## config.mk

```make
export PLATFORM = sky130hd
export DESIGN_NAME = onehot_req_encoder
export DESIGN_NICKNAME = d
export VERILOG_FILES = /design/src/rtl/onehot_req_encoder.sv
export SDC_FILE = /design/constraint.sdc
export NUM_CORES = 1
export LEC_CHECK = 0
export CORE_ASPECT_RATIO = 1.1
export CORE_UTILIZATION = 40
export DETAILED_ROUTE_END_ITERATION = 7
export MAX_ROUTING_LAYER = met4
export PLACE_DENSITY = 0.75
export SYNTH_ARGS = -nofsm -noshare
export SYNTH_HDL_FRONTEND = slang
export SYNTH_SLANG_ARGS = --single-unit
```

## constraint.sdc

```tcl
create_clock -name clk -period 2.3 [get_ports clk]
set_input_delay 0.575 -clock clk [delete_from_list [all_inputs] [get_ports clk]]
set_output_delay 0.575 -clock clk [all_outputs]
set_load 0.03 [all_outputs]
```

## src/rtl/onehot_req_encoder.sv

```systemverilog
// Sequential 8-to-3 request encoder: accumulates decoder request lines and
// drains them lowest-index-first as 3-bit codes over a valid/ready handshake.
module onehot_req_encoder (
  input  logic       clk,
  input  logic       rst,
  input  logic       en,
  input  logic [7:0] req_in,
  input  logic       load,
  output logic [2:0] code_out,
  output logic       valid,
  input  logic       ready,
  output logic [7:0] pending,
  output logic       empty,
  output logic       ovf
);

  typedef enum logic {
    S_EMPTY = 1'b0,
    S_HOLD  = 1'b1
  } state_t;

  state_t     state;
  logic [7:0] pend_q;
  logic [2:0] code_q;
  logic       ovf_q;

  logic       take;
  logic       slot_free;
  logic       pop;
  logic       capture;
  logic [2:0] sel;
  logic [7:0] pop_mask;
  logic [7:0] kept;

  assign valid     = (state == S_HOLD);
  assign take      = valid & ready;
  assign slot_free = ~valid | take;
  assign pop       = slot_free & en & (pend_q != 8'h00);
  assign capture   = en & load;

  // Downward scan so the lowest set bit is the last (winning) assignment.
  always_comb begin
    sel = 3'd0;
    for (int i = 7; i >= 0; i--) begin
      if (pend_q[i]) sel = 3'(i);
    end
  end

  assign pop_mask = pop ? (8'h01 << sel) : 8'h00;
  assign kept     = pend_q & ~pop_mask;

  always_ff @(posedge clk) begin
    if (rst) begin
      state  <= S_EMPTY;
      pend_q <= 8'h00;
      code_q <= 3'd0;
      ovf_q  <= 1'b0;
    end else begin
      if (pop) begin
        code_q <= sel;
        state  <= S_HOLD;
      end else if (take) begin
        state  <= S_EMPTY;
      end
      // A re-request of the bit being popped survives and is not a collision.
      if (capture) begin
        pend_q <= kept | req_in;
        if ((req_in & kept) != 8'h00) ovf_q <= 1'b1;
      end else begin
        pend_q <= kept;
      end
    end
  end

  assign code_out = code_q;
  assign pending  = pend_q;
  assign ovf      = ovf_q;
  assign empty    = ~valid & (pend_q == 8'h00);

endmodule

```

* After elaboration in Yosys (flattened, before gate mapping)
Cells that the tools add are included.
Word-level totals: output and inout bits 14, logic and storage cells 33, input port bits 13, flip-flop bits (word level) 13
Cells by class: bitwise operators 11, shift operators 1, reductions and logical operators 5, muxes and demuxes 12
Operators with widths (number):
- 3-bit 2-to-1 mux | 8
- 8-bit bitwise AND | 2
- 8-bit 2-to-1 mux | 2
- 8-bit nonzero test | 2
- 8-bit logical NOT | 1
- 8-bit inverter | 1
- 8-bit OR | 1
- 1-bit by 3-bit left shift with 8-bit output, first input constant | 1
- 1-bit bitwise AND | 5
- 1-bit 2-to-1 mux | 2
- 2-bit AND reduction | 1
- 2-bit nonzero test | 1
- 1-bit inverter | 1
- 1-bit OR | 1

* Depth between registers and ports, before layout
word-level depth 15, gate-level depth with buffers 5, depth with buffers taken out 5

* Worst setup path after synthesis
Ideal clock, no wire load.
kind reg2out, from register pend_q[3] (netlist: pending[3]), to output empty, arrival 1.828 ns, cell stages (with the launch flop) 4, slack -0.103 ns, required time 1.725 ns, path buffers 0, cells stage by stage dfxtp_1 > or4_4 > or3_4 > nor2_1
Between the ends: cells in the longest elaborated chain, start to end 2
RTL lines:
- start: declaration | line 23 | logic [7:0] pend_q;
- start signal: assignment | line 67 | pend_q <= kept | req_in;
- start signal: assignment | line 70 | pend_q <= kept;
- 8-bit logical NOT | line 78 | assign empty = ~valid & (pend_q == 8'h00);
- 1-bit bitwise AND | line 78
- end: declaration | line 13 | output logic empty,
Every way passes these cells.

* Worst setup path in the final report
from register pend_q[1] (netlist: pending[1]), to output empty
The elaborated chain is that of the path after synthesis.

==> reports/results.txt <==
Adder-cell share of the synthesized area: 0%
Share of layout cells above drive strength 1: 19.66%
Reg-to-reg endpoint: ovf
Pwr/cell area: 570.0 mW/mm^2
Vias in the first global route: 659
CTS buffer count: 3
CTS tree: built
Syn_area_per_cell: 8.249 sq um
Post-synthesis xor/xnor area fraction: 0%
Die X: 40.97 um
Setup slack, reg-to-reg: 0.51 ns
Startpoint types: flop
Req. time, crit path: 1.73 ns
Max Fclk: 0.4352 GHz
VDD IR max: 0.3443 mV
CP max stage delay: 0.54 ns
Grt ovf: 0
Mux cell area share after synthesis: 0%
First-pass GRT wire length: 2842 um
CP Capture Type: primary output
Post-synth cell types: 31
Reg-to-Reg Start: pending[2]
Final Power: 0.5926 mW
Top-Level Pins: 27
Crit path time final: 2.298 ns
Root Driver: clkbuf_4
Hold-critical path depth: 2
Inst Count DP: 128
Final period util: 99.89%
H-tree levels: 1
Slowest-stage cell, CP: or4_4
Reg2reg path depth: 6
Final worst slack: 0.002431 ns
Skew-Pair Late Insertion Delay: 0.28 ns
Footprint of the multi-input gates: 402.9 sq um
Initial antenna violation count: 0
Tot GR Track Use: 23.17%
Clock buffer depth: 2
Syn Nets: 94
Status: finished, final reports clean
Post-CTS Hold Buffers: 0
Final HPWL DP: 1305 um
Vias: 770
Worst Hold Path EP: code_out[0]
Final instance area: 0.001040 sq mm
Slew HR: 66.90%
DP Area: 982.2 sq um
Simple-gate share of the synthesized area: 26.40%
FP Rows: 15
Static Leakage: 0.4103 nW
Die ar.: 0.001838 sq mm
Hold slack: 0.4576 ns
Fill cells: 137
DR iter-0 viols: 25
Wire length per cell: 13.73 um
Layout area overhead: 55.62%
Hold path start: code_out[0]
Worst slack at placement: 0.08705 ns
Final wirelength: 1840 um
DR vias/cell: 5.746
Setup tns final: 0 ns
Min-Delay Path Class: flop to flop
Finish-stage setup viols: 0
DR DRC count: 0
Worst-path clk slew: 0.09 ns
Worst path bufs/invs: 1
Maxcap violations: 0
Synth Area in Compound Gates: 32.21%
Syn Std Cell Area: 668.1 sq um
Num Clock Sinks: 13
Fin. Hold Viols: 0
Non-Filler Instances: 134
Synthesized instance count: 81
Largest family of logic cells by synthesized area: compound AO/OA/AOI/OAI gates
Nets: 131
Chip height: 44.87 um
Crit path max-delay family: simple AND/OR/NAND/NOR gates
Seq/Total Area, Yosys: 38.95%
Worst-Margin Slew: 0.4949 ns
Initial core utilization: 42.89%
Number of port buffers: 26
Synth Register Bits: 13
N_diodes: 0
ANT nets after route: 0
CORE AREA: 0.001558 sq mm
Routability Congestion: 0.8180
First-pass DRT Iterations: 4
RSZ-0062 raised after global routing: true
Max Clock Skew: 0.0002839 ns
Largest net degree at the start of global routing: 14
CP Max Fanout: 2
Pins Over Slew Limit: 0
Final core occ: 66.75%
Critical path type: flop to primary output
Worst EP arrival: 1.72 ns
Register area: 262.8 sq um
Worst path cell trace: or4_4 > or3_4 > nor2_4 > buf_6
Yosys Warn Count: 0
logic make-up (layout without fill, tap and decap cells):
| group | count (synthesis) | after routing |
|---|---|---|
| and+or+nand+nor | 33 | 33 |
| AOI/OAI and AO/OA | 32 | 32 |
| DFF | 13 | 13 |
| buffers and inverters | 3 | 39 |
flip-flops by register name, indices dropped and copies added, names as in the netlist:
register  cells
pending       8
code_out      3
ovf           1
valid         1
Yosys cell counts (all sizes together):
cell type	number	area [sq um]
a31oi	2	12.51
nor4	2	12.51
and3	1	6.260
a22oi	3	22.52
a21oi	11	55.05
a222oi	1	10.01
clkbuf	1	3.750
o21ai	6	30.03
and2	1	6.260
nand2b	1	6.260
o21bai	1	7.510
or2	1	6.260
or4	1	11.26
nor2	9	36.29
o311ai	2	25.03
nand2	11	41.29
o211a	2	20.02
a311oi	2	17.52
inv	1	3.750
nand3	1	5.000
nand4	1	6.260
dfxtp	13	260.3
dlygate4sd1	1	8.760
o211ai	1	7.510
o31ai	1	7.510
or3	2	18.77
nor2b	2	20.02
where the power goes:
part           switching (mW)  internal [mW]
combinational          0.0977         0.0966
clock                  0.0825         0.0645
sequential             0.0131          0.238
total                   0.193          0.399
routing by layer:
metal	wire, um	GRT usage, %	vias up
met4	15	8.000	0
li1	-	-	383
met1	803	29.01	358
met2	934	37.19	27
met5	0	-	-
met3	86	2.956	2
what timing repair did:
item,4_1_cts,5_1_grt
endpoints found under the hold margin,0,0
endpoints found under the setup margin,1,1
resized for setup,4,1
pin swaps,2,0
setup buffers,2,0
worst min-delay path: stages, from the launching register on:
cell and delay (ns):
dfxtp_1 0.32, nand2_1 0.05, a21oi_1 0.05
how the worst max path moves through the flow:
stage | start | endpoint | slack [ns] | cells past startpoint
after floorplan | pending[3] | empty | 0.03 | 3
after global placement | pending[3] | empty | 0.15 | 4
after detailed placement | ready | ovf | 0.09 | 6
after CTS | pending[1] | empty | 0.003 | 4
after global routing | pending[1] | empty | -0.06 | 4
final | pending[1] | empty | 0.002 | 4
final cells by class:
| class | instances | area share (%) |
|---|---|---|
| Multi-Input combinational cell | 65 | 38.75 |
| Timing Repair Buffer | 34 | 30.93 |
| Clock buffer | 3 | 2.166 |
| Tap cell | 17 | 2.046 |
| Inverter | 1 | 0.3610 |
| Clock inverter | 1 | 0.4813 |
| Sequential cell | 13 | 25.27 |
cells in the final DEF (no fill, tap or decap):
cell             instances
nor2_2                   1
and3_1                   1
buf_4                    8
or2_2                    1
nor2b_4                  1
nand2_1                 11
nor4_1                   2
o211a_1                  2
a22oi_1                  3
a21oi_1                 11
nor2_4                   1
or4_4                    1
clkbuf_4                 3
dfxtp_1                 11
nand3_1                  1
nor2_1                   7
o211ai_1                 1
clkinv_2                 1
nor2b_1                  1
o311ai_0                 1
o21ai_0                  6
a31oi_1                  2
dfxtp_2                  2
or3_4                    2
nand4_1                  1
clkdlybuf4s50_1         25
a311oi_1                 2
o31ai_1                  1
buf_6                    1
a222oi_1                 1
and2_1                   1
nand2b_1                 1
inv_1                    1
o311ai_2                 1
o21bai_1                 1
Power figures use the tool's default switching activity.
